### src/rtl/piso_pkg.sv
// Shared definitions for the parallel-in/serial-out serializer.
package piso_pkg;

    // Serializer control states
    typedef enum logic {
        IDLE  = 1'b0,
        SHIFT = 1'b1
    } state_t;

    // Bit-order selectors for the MSB_FIRST parameter
    localparam int ORDER_MSB = 1;
    localparam int ORDER_LSB = 0;

    // Width of a counter that must reach WIDTH-1
    function automatic int cnt_w(input int width);
        return (width > 1) ? $clog2(width) : 1;
    endfunction

endpackage

### src/rtl/piso_serializer_bit_counter.sv
// Saturating up-counter with synchronous clear, enable and terminal-count flag.
module bit_counter
    import piso_pkg::*;
#(
    parameter int CNT_W = 3,
    parameter int MAX   = 7
) (
    input  logic             clk,
    input  logic             rst,
    input  logic             clr,
    input  logic             en,
    output logic [CNT_W-1:0] cnt,
    output logic             tc
);

    localparam logic [CNT_W-1:0] MAX_C = CNT_W'(MAX);

    // Count up on enable, stop at MAX; clear has priority over counting
    always_ff @(posedge clk) begin
        if (rst || clr) begin
            cnt <= '0;
        end else if (en && !tc) begin
            cnt <= cnt + 1'b1;
        end
    end

    assign tc = (cnt == MAX_C);

endmodule

### src/rtl/piso_serializer.sv
// Parallel-in/serial-out shift register with valid/ready load, shift stall
// and selectable bit order. Words can stream back to back without a gap.
module piso_serializer
    import piso_pkg::*;
#(
    parameter int   WIDTH     = 8,
    parameter int   MSB_FIRST = 1,
    parameter logic FILL      = 1'b0,
    parameter int   CASCADE   = 0
) (
    input  logic             clk,
    input  logic             rst,
    input  logic [WIDTH-1:0] par_in,
    input  logic             load_valid,
    output logic             load_ready,
    input  logic             shift_en,
    input  logic             sin,
    output logic             sout,
    output logic             sout_valid,
    output logic             last,
    output logic             busy
);

    localparam int               CNT_W    = cnt_w(WIDTH);
    localparam logic [CNT_W-1:0] LAST_CNT = CNT_W'(WIDTH - 1);

    state_t           state;
    logic [WIDTH-1:0] shreg;
    logic [WIDTH-1:0] shreg_next;
    logic [CNT_W-1:0] bit_cnt;
    logic             tc;
    logic             in_shift;
    logic             end_of_word;
    logic             load_fire;
    logic             fill_bit;
    logic             out_bit;

    assign in_shift    = (state == SHIFT);
    assign end_of_word = in_shift && tc && shift_en;
    // Ready is combinational on shift_en so the next word can load on the
    // same edge that retires the last bit of the current one.
    assign load_ready  = !rst && (!in_shift || end_of_word);
    assign load_fire   = load_valid && load_ready;

    assign fill_bit = (CASCADE != 0) ? sin : FILL;
    assign out_bit  = (MSB_FIRST == ORDER_MSB) ? shreg[WIDTH-1] : shreg[0];

    assign sout       = in_shift && out_bit;
    assign sout_valid = in_shift;
    assign busy       = in_shift;
    assign last       = in_shift && (bit_cnt == LAST_CNT);

    // Cleared on every load and at end of word so it idles at zero
    bit_counter #(
        .CNT_W (CNT_W),
        .MAX   (WIDTH - 1)
    ) u_bit_counter (
        .clk (clk),
        .rst (rst),
        .clr (load_fire || end_of_word),
        .en  (in_shift && shift_en),
        .cnt (bit_cnt),
        .tc  (tc)
    );

    // Next shift-register value: move toward the output end, refill the other
    always_comb begin
        shreg_next = shreg;
        if (MSB_FIRST == ORDER_MSB) begin
            shreg_next = {shreg[WIDTH-2:0], fill_bit};
        end else begin
            shreg_next = {fill_bit, shreg[WIDTH-1:1]};
        end
    end

    // Shift register: load on handshake, shift on enable while a word is live
    always_ff @(posedge clk) begin
        if (rst) begin
            shreg <= '0;
        end else if (load_fire) begin
            shreg <= par_in;
        end else if (in_shift && shift_en) begin
            shreg <= shreg_next;
        end
    end

    // Control FSM: stay in SHIFT across back-to-back words
    always_ff @(posedge clk) begin
        if (rst) begin
            state <= IDLE;
        end else begin
            case (state)
                IDLE:    if (load_fire) state <= SHIFT;
                SHIFT:   if (end_of_word) state <= load_valid ? SHIFT : IDLE;
                default: state <= IDLE;
            endcase
        end
    end

endmodule

### config.mk
export PLATFORM = sky130hd
export DESIGN_NAME = piso_serializer
export DESIGN_NICKNAME = d
export VERILOG_FILES = /design/src/rtl/piso_pkg.sv /design/src/rtl/piso_serializer_bit_counter.sv /design/src/rtl/piso_serializer.sv
export SDC_FILE = /design/constraint.sdc
export NUM_CORES = 1
export LEC_CHECK = 0
export CAP_MARGIN = 20
export CORE_AREA = 5 5 45 47
export DETAILED_ROUTE_END_ITERATION = 7
export DIE_AREA = 0 0 50 52
export PLACE_DENSITY = 0.71
export SYNTH_ARGS = -nofsm -noshare
export SYNTH_HDL_FRONTEND = slang
export SYNTH_SLANG_ARGS = --single-unit
### constraint.sdc
create_clock -name clk -period 2.1 [get_ports clk]
set_input_delay 0.21 -clock clk [delete_from_list [all_inputs] [get_ports clk]]
set_output_delay 0.21 -clock clk [all_outputs]
set_load 0.05 [all_outputs]
==> results of run 1 <==
==> kinds of logic (layout without fill, tap and decap cells) <==
family | after synthesis | count (layout) | synth area share, %
DFF | 12 | 12 | 36.5
and+or+nand+nor | 21 | 21 | 18.3
adders and majority gates | 2 | 2 | 3.80
AOI/OAI and AO/OA | 19 | 19 | 28.1
buffers and inverters | 14 | 32 | 10.3
muxes | 2 | 2 | 3.04
==> stage by stage <==
step	power (µW)	util [%]	hold slack [ns]
2_1_floorplan	336	-	0.289
5_1_grt	584	54.3	0.512
3_5_place_dp	384	52.1	0.469
3_3_place_gp	382	52.1	0.462
4_1_cts	563	54.3	0.487
6_report	560	54.3	0.482
==> area by class of cell <==
cell class,count,area (µm²)
multi-input combinational,44,350
fill,158,737
tap,17,21.3
inverter,7,26.3
clock buffer,4,36.3
timing repair buffer,21,203
sequential,12,240
==> cell usage in the layout (no fill, tap or decap), types with 2 or more instances in the layout <==
| master | netlist | routed |
|---|---|---|
| a211oi_2 | 7 | 7 |
| a21oi_1 | 2 | 2 |
| a221oi_1 | 7 | 7 |
| and2_1 | 3 | 3 |
| and3_1 | 7 | 7 |
| and4b_1 | 2 | 2 |
| buf_4 | 1 | 7 |
| clkbuf_4 | 0 | 3 |
| clkdlybuf4s50_1 | 0 | 13 |
| dfxtp_1 | 12 | 12 |
| ha_1 | 2 | 2 |
| inv_1 | 7 | 7 |
| mux2i_1 | 2 | 2 |
| nor2_1 | 5 | 5 |
| nor3_1 | 3 | 3 |
==> power by group through the flow <==
stage	clock (µW)	combinational, µW	sequential [µW]
after floorplan	0	77.9	258
after global placement	0	125	257
after detailed placement	0	127	257
after CTS	184	127	252
after global routing	193	137	254
final	181	127	252
==> state kept, by name, indices dropped and copies added (netlist names) <==
register	count
shreg	8
u_bit_counter.cnt	3
busy	1
==> metal layers <==
metal	track usage, %	vias to the layer above	routed length [µm]
li1	-	296	-
met3	1.43	2	70
met5	0	-	0
met1	17.5	272	720
met2	16.9	19	636
met4	6.55	0	19
==> worst max-delay path by stage <==
stage | from | end | slack (ns) | cells after the start
2_1_floorplan | busy$_SDFF_PP0_ | load_ready | 0.35 | 3
3_3_place_gp | shift_en | shreg[4]$_SDFFE_PP0P_ | 0.35 | 4
3_5_place_dp | shift_en | shreg[1]$_SDFFE_PP0P_ | 0.34 | 5
4_1_cts | busy$_SDFF_PP0_ | sout_valid | 0.21 | 1
5_1_grt | busy$_SDFF_PP0_ | busy | 0.16 | 1
6_report | busy$_SDFF_PP0_ | sout_valid | 0.22 | 1
==> results.sh, run 1 <==
export IMPL_combPwrFrac_pct=22.6
export IMPL_synth_area_top_cells="dfxtp_1, a211oi_2, a221oi_1"
export IMPL_coreArea_um2=1610
export IMPL_post_cts_buffers=0
export IMPL_clockPowerShare_pct=32.4
export IMPL_pin_count=18
export IMPL_r2r_cells=6
export IMPL_worst_setup_path_start_kind="register"
export IMPL_grt_overflow=0
export IMPL_route_vias_total=589
export IMPL_hp_class="register to register"
export IMPL_timing_final_ws_setup_ns=0.223
export IMPL_p_leak_uw=0.000400
export IMPL_p_sw_uw=150
export IMPL_maxCapViolCount=0
export IMPL_synth_main_ff_cell="dfxtp_1"
export IMPL_postSynthAreaPerCell_um2=9.40
export IMPL_grt_pass1_wl_um=2490
export IMPL_final_cells=105
export IMPL_fin_area_um2=877
export IMPL_cp_slowest_cell="clkdlybuf4s50_1"
export IMPL_clock_sinks=12
export IMPL_drtAntennaViolNets=0
export IMPL_grt_max_degree=13
export IMPL_required_ns=1.89
export IMPL_max_freq_ghz=0.533
export IMPL_grt_pass1_vias=543
export IMPL_path_buf_inv=1
export IMPL_tns_ns=0
export IMPL_yosysTopAreaCellShare_pct=36.5
export IMPL_layout_nets=104
export IMPL_std_cell_rows=15
export IMPL_pre_cts_ws_ns=0.343
export IMPL_area_delta_synth_final_pct=33.3
export IMPL_diodes=0
export IMPL_avgViaCountPerCell=5.61
export IMPL_ctsResizeCount=0
export IMPL_power_frac_seq_pct=45.0
export IMPL_endpoint_kind="primary output"
export IMPL_swShare_pct=26.8
export IMPL_drive_above_1_share_pct=21.6
export IMPL_setup_viol=0
export IMPL_hold_start="shreg[0]$_SDFFE_PP0P_"
export IMPL_post_route_period_util_pct=89.4
export IMPL_final_hold_violation_count=0
export IMPL_die_h_um=52
export IMPL_max_slew_margin_pct=66.8
export IMPL_synth_area_um2=658
export IMPL_fp_dieArea_um2=2600
export IMPL_p_per_area_nw_per_um2=638
export IMPL_placed_cell_area_um2=841
export IMPL_yosys_cell_types_count=21
export IMPL_finalClockSkew_ns=0.00321
export IMPL_wl_per_cell_um=13.8
export IMPL_synth_common_cells="dfxtp_1, a211oi_2, a221oi_1, and3_1, inv_1"
export IMPL_die_w_um=50
export IMPL_post_place_cells=101
export IMPL_ir_drop_mv=0.316
export IMPL_critical_path_max_fanout=12
export IMPL_internal_power_uw=410
export IMPL_htree_levels=1
export IMPL_max_slew_worst_pin_slew_ns=0.496
export IMPL_drt_iter0_drc=9
export IMPL_r2r_slack_ns=0.35
export IMPL_synth_area_leader_cell="dfxtp_1"
export IMPL_clk_pin_slew_worst_paths_ns=0.08
export IMPL_synth_seq_cells=12
export IMPL_cts_root_buf="clkbuf_4"
export IMPL_synth_edf_count=0
export IMPL_detail_route_first_pass_iterations=5
export IMPL_cts_tree="yes"
export IMPL_reg2reg_from="u_bit_counter.cnt[0]$_SDFFE_PP0P_"
export IMPL_cp_top_family="buffers and inverters"
export IMPL_yosysMostFrequentCell="dfxtp_1"
export IMPL_path_class="register to primary output"
export IMPL_synth_nets=85
export IMPL_wl_um=1450
export IMPL_clkLatencyLatePin_ns=0.27
export IMPL_synth_seq_area_share_pct=36.5
export IMPL_rsz0062_at_grt="no"
export IMPL_dp_final_hpwl_um=1030
export IMPL_crit_chain="clkdlybuf4s50_1"
export IMPL_async_flop_share_pct=0
export IMPL_start_util_pct=40.8
export IMPL_grt_total_usage_pct=12.0
export IMPL_status="finished clean"
export IMPL_finalMaxSlewViolations=0
export IMPL_antenna_found_initial=0
export IMPL_cp_arrival_ns=1.67
export IMPL_ys_warn_count=0
export IMPL_place_gp_congestion=0.758
export IMPL_io_buffers=16
export IMPL_clockBufferDepth=2
export IMPL_holdPathStages=2
export IMPL_postCtsHoldBufs=0
export IMPL_drc=0
export IMPL_fin_crit_ns=1.88
export IMPL_synthCells=70
export IMPL_max_stage_delay_ns=0.87
export IMPL_cts_buffers=3
export IMPL_hold_end="shreg[0]$_SDFFE_PP0P_"
export IMPL_r2r_end="shreg[2]$_SDFFE_PP0P_"
No activity file was read; power rests on OpenSTA's default activity.
==> run 2, diff against run 1 <==
CTS_CLUSTER_SIZE = 10   (was default)
PLACE_DENSITY = 0.74   (was 0.71)
==> run 2 against run 1 <==
- cell area fell by 1.6%
- total power decreased by 8.4%
- routed wire length decreased by 4.6%
- largest cell class unchanged
==> results.sh, run 2 (synthesis results as in run 1) <==
export IMPL_status="finished clean"
export IMPL_ir_drop_mv=0.400
export IMPL_largest_reg_flops=8
export IMPL_postCtsHoldBufs=0
export IMPL_cts_tree="yes"
export IMPL_layout_common_cells="clkdlybuf4s50_1, dfxtp_1"
export IMPL_multiInputGateArea_um2=350
export IMPL_route_vias_total=564
export IMPL_finalClockSkew_ns=0.00516
export IMPL_critical_path_max_fanout=11
export IMPL_wl_um=1380
export IMPL_clockBufferDepth=2
export IMPL_die_w_um=50
export IMPL_cts_root_buf="clkbuf_4"
export IMPL_tns_ns=0
export IMPL_fp_dieArea_um2=2600
export IMPL_timing_final_ws_setup_ns=0.230
export IMPL_cp_arrival_ns=1.66
export IMPL_fill_cells=172
export IMPL_die_h_um=52
export IMPL_grt_overflow=0
export IMPL_clk_pin_slew_worst_paths_ns=0.07
export IMPL_start_util_pct=40.8
export IMPL_place_gp_congestion=0.797
export IMPL_finalMaxSlewViolations=0
export IMPL_pin_count=18
export IMPL_dp_final_hpwl_um=1020
export IMPL_register_area_um2=240
export IMPL_use_met2_pct=17.6
export IMPL_fin_area_um2=863
export IMPL_std_cell_rows=15
export IMPL_area_delta_synth_final_pct=31.2
export IMPL_max_slew_margin_pct=67.2
export IMPL_p_leak_uw=0.000393
export IMPL_endpoint_kind="primary output"
export IMPL_maxCapViolCount=0
export IMPL_ctsResizeCount=0
export IMPL_power_uw=512
export IMPL_grt_pass1_vias=510
export IMPL_met3_usage_pct=5.44
export IMPL_clkLatencyLatePin_ns=0.27
export IMPL_top_register="shreg"
export IMPL_p_per_area_nw_per_um2=593
export IMPL_htree_levels=1
export IMPL_io_buffers=16
export IMPL_final_hold_violation_count=0
export IMPL_wl_per_cell_um=13.3
export IMPL_fin_crit_ns=1.87
export IMPL_post_cts_buffers=0
export IMPL_use_met1_pct=14.0
export IMPL_crit_chain="clkdlybuf4s50_1"
export IMPL_avgViaCountPerCell=5.42
export IMPL_cp_slowest_cell="clkdlybuf4s50_1"
export IMPL_path_buf_inv=1
export IMPL_drtAntennaViolNets=0
export IMPL_drive_above_1_share_pct=20.7
export IMPL_rsz0062_at_grt="no"
export IMPL_post_route_period_util_pct=89.0
export IMPL_max_stage_delay_ns=0.87
export IMPL_coreArea_um2=1610
export IMPL_layout_nets=104
export IMPL_pre_cts_ws_ns=0.358
export IMPL_grt_pass1_wl_um=2260
export IMPL_cp_top_family="buffers and inverters"
export IMPL_max_slew_worst_pin_slew_ns=0.490
export IMPL_hp_class="register to register"
export IMPL_diodes=0
export IMPL_antenna_found_initial=0
export IMPL_detail_route_first_pass_iterations=2
export IMPL_clock_sinks=12
export IMPL_required_ns=1.89
export IMPL_drc=0
export IMPL_layout_cells_most_common="clkdlybuf4s50_1"
export IMPL_max_freq_ghz=0.535
export IMPL_drt_iter0_drc=4
export IMPL_grt_total_usage_pct=11.3
export IMPL_setup_viol=0
export IMPL_path_class="register to primary output"
export IMPL_placed_cell_area_um2=841
export IMPL_worst_setup_path_start_kind="register"
export IMPL_cts_buffers=3
export IMPL_grt_busiest_layer="met2"
export IMPL_grt_max_degree=13
## run 2: cell count changes in the layout (fill, tap and decap cells not counted)
cell / before / now
clkbuf_8: 1 / 0
## run 2: metal layers
| metal | part of all wire [%] | vias to the layer above |
|---|---|---|
| li1 | - | 294 |
| met1 | 46 | 258 |
| met2 | 48 | 10 |
| met3 | 5.4 | 2 |
| met4 | 0.72 | 0 |
| met5 | 0 | - |
## run 2: path summary, 6_finish.rpt
kind	start	end	slack, ns	depth (start not counted)
worst min-delay path	shreg[0]$_SDFFE_PP0P_	shreg[0]$_SDFFE_PP0P_	0.48	2
worst max-delay path	busy$_SDFF_PP0_	sout_valid	0.23	1
worst max register to register	u_bit_counter.cnt[0]$_SDFFE_PP0P_	shreg[2]$_SDFFE_PP0P_	0.38	6
worst min register to register	shreg[0]$_SDFFE_PP0P_	shreg[0]$_SDFFE_PP0P_	0.48	2
## run 2: layout make-up
type / count / share of cell area (%)
Inverter: 7 / 3.04
Timing Repair Buffer: 21 / 23.5
Tap cell: 17 / 2.46
Clock buffer: 3 / 2.61
Sequential cell: 12 / 27.8
Multi-Input combinational cell: 44 / 40.6
## run 2: report_power, final
part / leakage [µW] / internal, µW / switching, µW
clock: 0.0000138 / 66.3 / 68.8
sequential: 0.0000988 / 242 / 9.62
combinational: 0.000281 / 62.3 / 63.3
## run 2: through the flow
step | util [%] | instances | hold slack (ns)
6_report | 53.5 | 104 | 0.483
5_1_grt | 53.5 | 104 | 0.499
4_1_cts | 53.5 | 104 | 0.489
3_5_place_dp | 52.1 | 101 | 0.473
3_3_place_gp | 52.1 | 101 | 0.468
2_1_floorplan | - | 70 | 0.289
==> RTL edit (flow settings as in run 2) <==
Reset style: asynchronous (`rst`), changed in 2 clocked blocks.
--- a/src/rtl/piso_serializer.sv
+++ b/src/rtl/piso_serializer.sv
@@ -74,7 +74,7 @@
     end
 
     // Shift register: load on handshake, shift on enable while a word is live
-    always_ff @(posedge clk) begin
+    always_ff @(posedge clk or posedge rst) begin
         if (rst) begin
             shreg <= '0;
         end else if (load_fire) begin
@@ -85,7 +85,7 @@
     end
 
     // Control FSM: stay in SHIFT across back-to-back words
-    always_ff @(posedge clk) begin
+    always_ff @(posedge clk or posedge rst) begin
         if (rst) begin
             state <= IDLE;
         end else begin
Formal check against the unedited RTL: differs if rst is asserted again (counterexample within 4 cycles, from zero or initial values and one cycle with rst high); with rst held inactive, the same outputs for 10 cycles.
==> RTL edit against run 2 <==
- sequential cell count unchanged
- clock skew is 0.0043 ns lower
- synthesized cell count down 24%
- cell area down 1.4%
- wire length down 16%
- sequential share of layout area grew 5.7 points
- core utilization is 0.78 points lower
- register-to-register slack improved by 0.05 ns
- setup slack got worse by 0.063 ns
- synthesized area shrank 2.1%
- highest routed layer unchanged
Power is not compared: it rests on default switching activity, and its combinational part moved more than twofold at a synthesized area within 25%.
==> RTL edit: results (changes against run 2) <==
synth cell count leaders 9 x dfrtp_1, 8 x mux2_2, 6 x mux2_4; Net Count, Synth 68 (-20%); PortBufs 16 (unchanged); largest net degree at the start of global routing 12 (-1); Top reg by flops shreg; Crit-path slowest cell clkdlybuf4s50_1; GP Congestion 0.703 (-12%); Area contributors post-synth dfrtp_1 35%, mux2_2 14%, mux2_4 14%; post-synthesis sequential area ratio 44.3% (+7.8 points); Clock transition at path regs 0.08 ns; Worst Clk Skew 0.000904 ns (-0.00426 ns); Cell variety after synth 18 (-14%); vias per cell 5.33 (-1.7%); Post-DP HPWL 884 µm (-13%); placed cells 84 (-17%); Final #Nets 87 (-16%); DR pass1 iterations 2 (unchanged); ant diodes 0 (unchanged); first-pass GRT wire length 1.98 mm (-13%); first-iteration detailed-routing DRC count 8 (+4); largest delay contributor family on the critical path buffers and inverters; worst slack, placed 0.354 ns (-0.00403 ns); Post-CTS Repair Setup Buffers 0 (unchanged); layout cells sized above 1 31.0% (+10 points); ys flop type dfrtp_1; WL/cell 13.1 µm (-1.1%); Worst path max stage delay 0.79 ns (-0.08 ns); GRT Util Overall 10.6% (-0.68 points); count of final hold-check violations 0 (unchanged); Rel. slew slack 66.4% (-0.78 points); status complete, no violations; Post-Route WL 1.16 mm (-16%); max reg flops 8 (unchanged); Worst Path Max Fanout 10 (-1); CTS root buf clkbuf_4; initial antenna violation count 0 (unchanged); Leak Pwr 0.000408 µW; worst path arrival time 1.72 ns (+0.06 ns); FFs w/ async S/R, synth 75.0% (+75 points); fillers 165 (-4.1%); vias in the first global route 446 (-13%); CTS Buffer Depth 2 (unchanged); Hold WC Path Type in -> async; syn_area_per_cell 12.2 µm² (+29%); H-Tree Depth 1 (unchanged); post-CTS resize count 0 (unchanged)
[RTL edit: changes by cell type in the layout (fill, tap and decap cells not counted), sizes merged, moves of 2 or more]
cell	delta
nor2	-4
inv	-5
and3	-7
mux2	+14
buf	-5
nand2	+3
dfrtp	+9
dfxtp	-9
a211oi	-7
a21oi	+2
a221oi	-7
[RTL edit: cell type report]
| type | count | area (µm²) | area share (%) |
|---|---|---|---|
| timing repair buffer | 17 | 175 | 20.6 |
| sequential | 12 | 285 | 33.5 |
| clock buffer | 4 | 36.3 | 4.26 |
| multi-input combinational | 36 | 325 | 38.2 |
| inverter | 2 | 7.51 | 0.882 |
| tap | 17 | 21.3 | 2.50 |
[RTL edit: cell families (layout without fill, tap and decap cells)]
family                     Yosys count  after routing  synth area share, %
AOI/OAI and AO/OA                    5              5                 3.88
adders and majority gates            2              2                 3.88
buffers and inverters                5             23                 5.24
DFF                                 12             12                 44.3
muxes                               16             16                 31.1
and+or+nand+nor                     13             13                 11.7
[RTL edit: where the power goes]
group,internal (µW),leakage [µW],switching (µW)
logic,27.7,0.000241,18.0
registers,234,0.000145,2.39
clock network,106,0.0000210,83.2
total,367,0.000408,104
[RTL edit: worst reg2reg max path: stages, from the launching register on]
cell     delay, ns
dfxtp_1       0.36
ha_1          0.16
ha_1          0.22
nand2_1       0.11
a21oi_1       0.15
buf_4         0.21
mux2_2        0.35
[RTL edit: routing by layer]
metal	wire length (µm)	vias to the layer above	track usage, %
met4	25	0	9.17
met5	0	-	0
met1	492	229	11.8
met2	543	13	15.1
met3	93	4	4.87
li1	-	223	-
[RTL edit: metrics by stage]
step | utilization, % | cell area [µm²]
final | 52.7 | 851
after global routing | 52.7 | 851
after CTS | 52.7 | 851
after detailed placement | 50.5 | 815
after global placement | 50.5 | 815
after floorplan | - | 644
[RTL edit: final timing paths]
| check | from | to | slack [ns] | depth (start not counted) |
|---|---|---|---|---|
| max | busy | sout | 0.17 | 2 |
| min | rst | busy | 0.36 | 2 |
| max reg2reg | u_bit_counter.cnt[0] | shreg[6] | 0.43 | 6 |
| min reg2reg | u_bit_counter.cnt[1] | u_bit_counter.cnt[1] | 0.53 | 2 |
| max in group asynchronous | rst | shreg[5] | 1.49 | 2 |
| min in group clk | par_in[0] | shreg[0] | 0.48 | 3 |
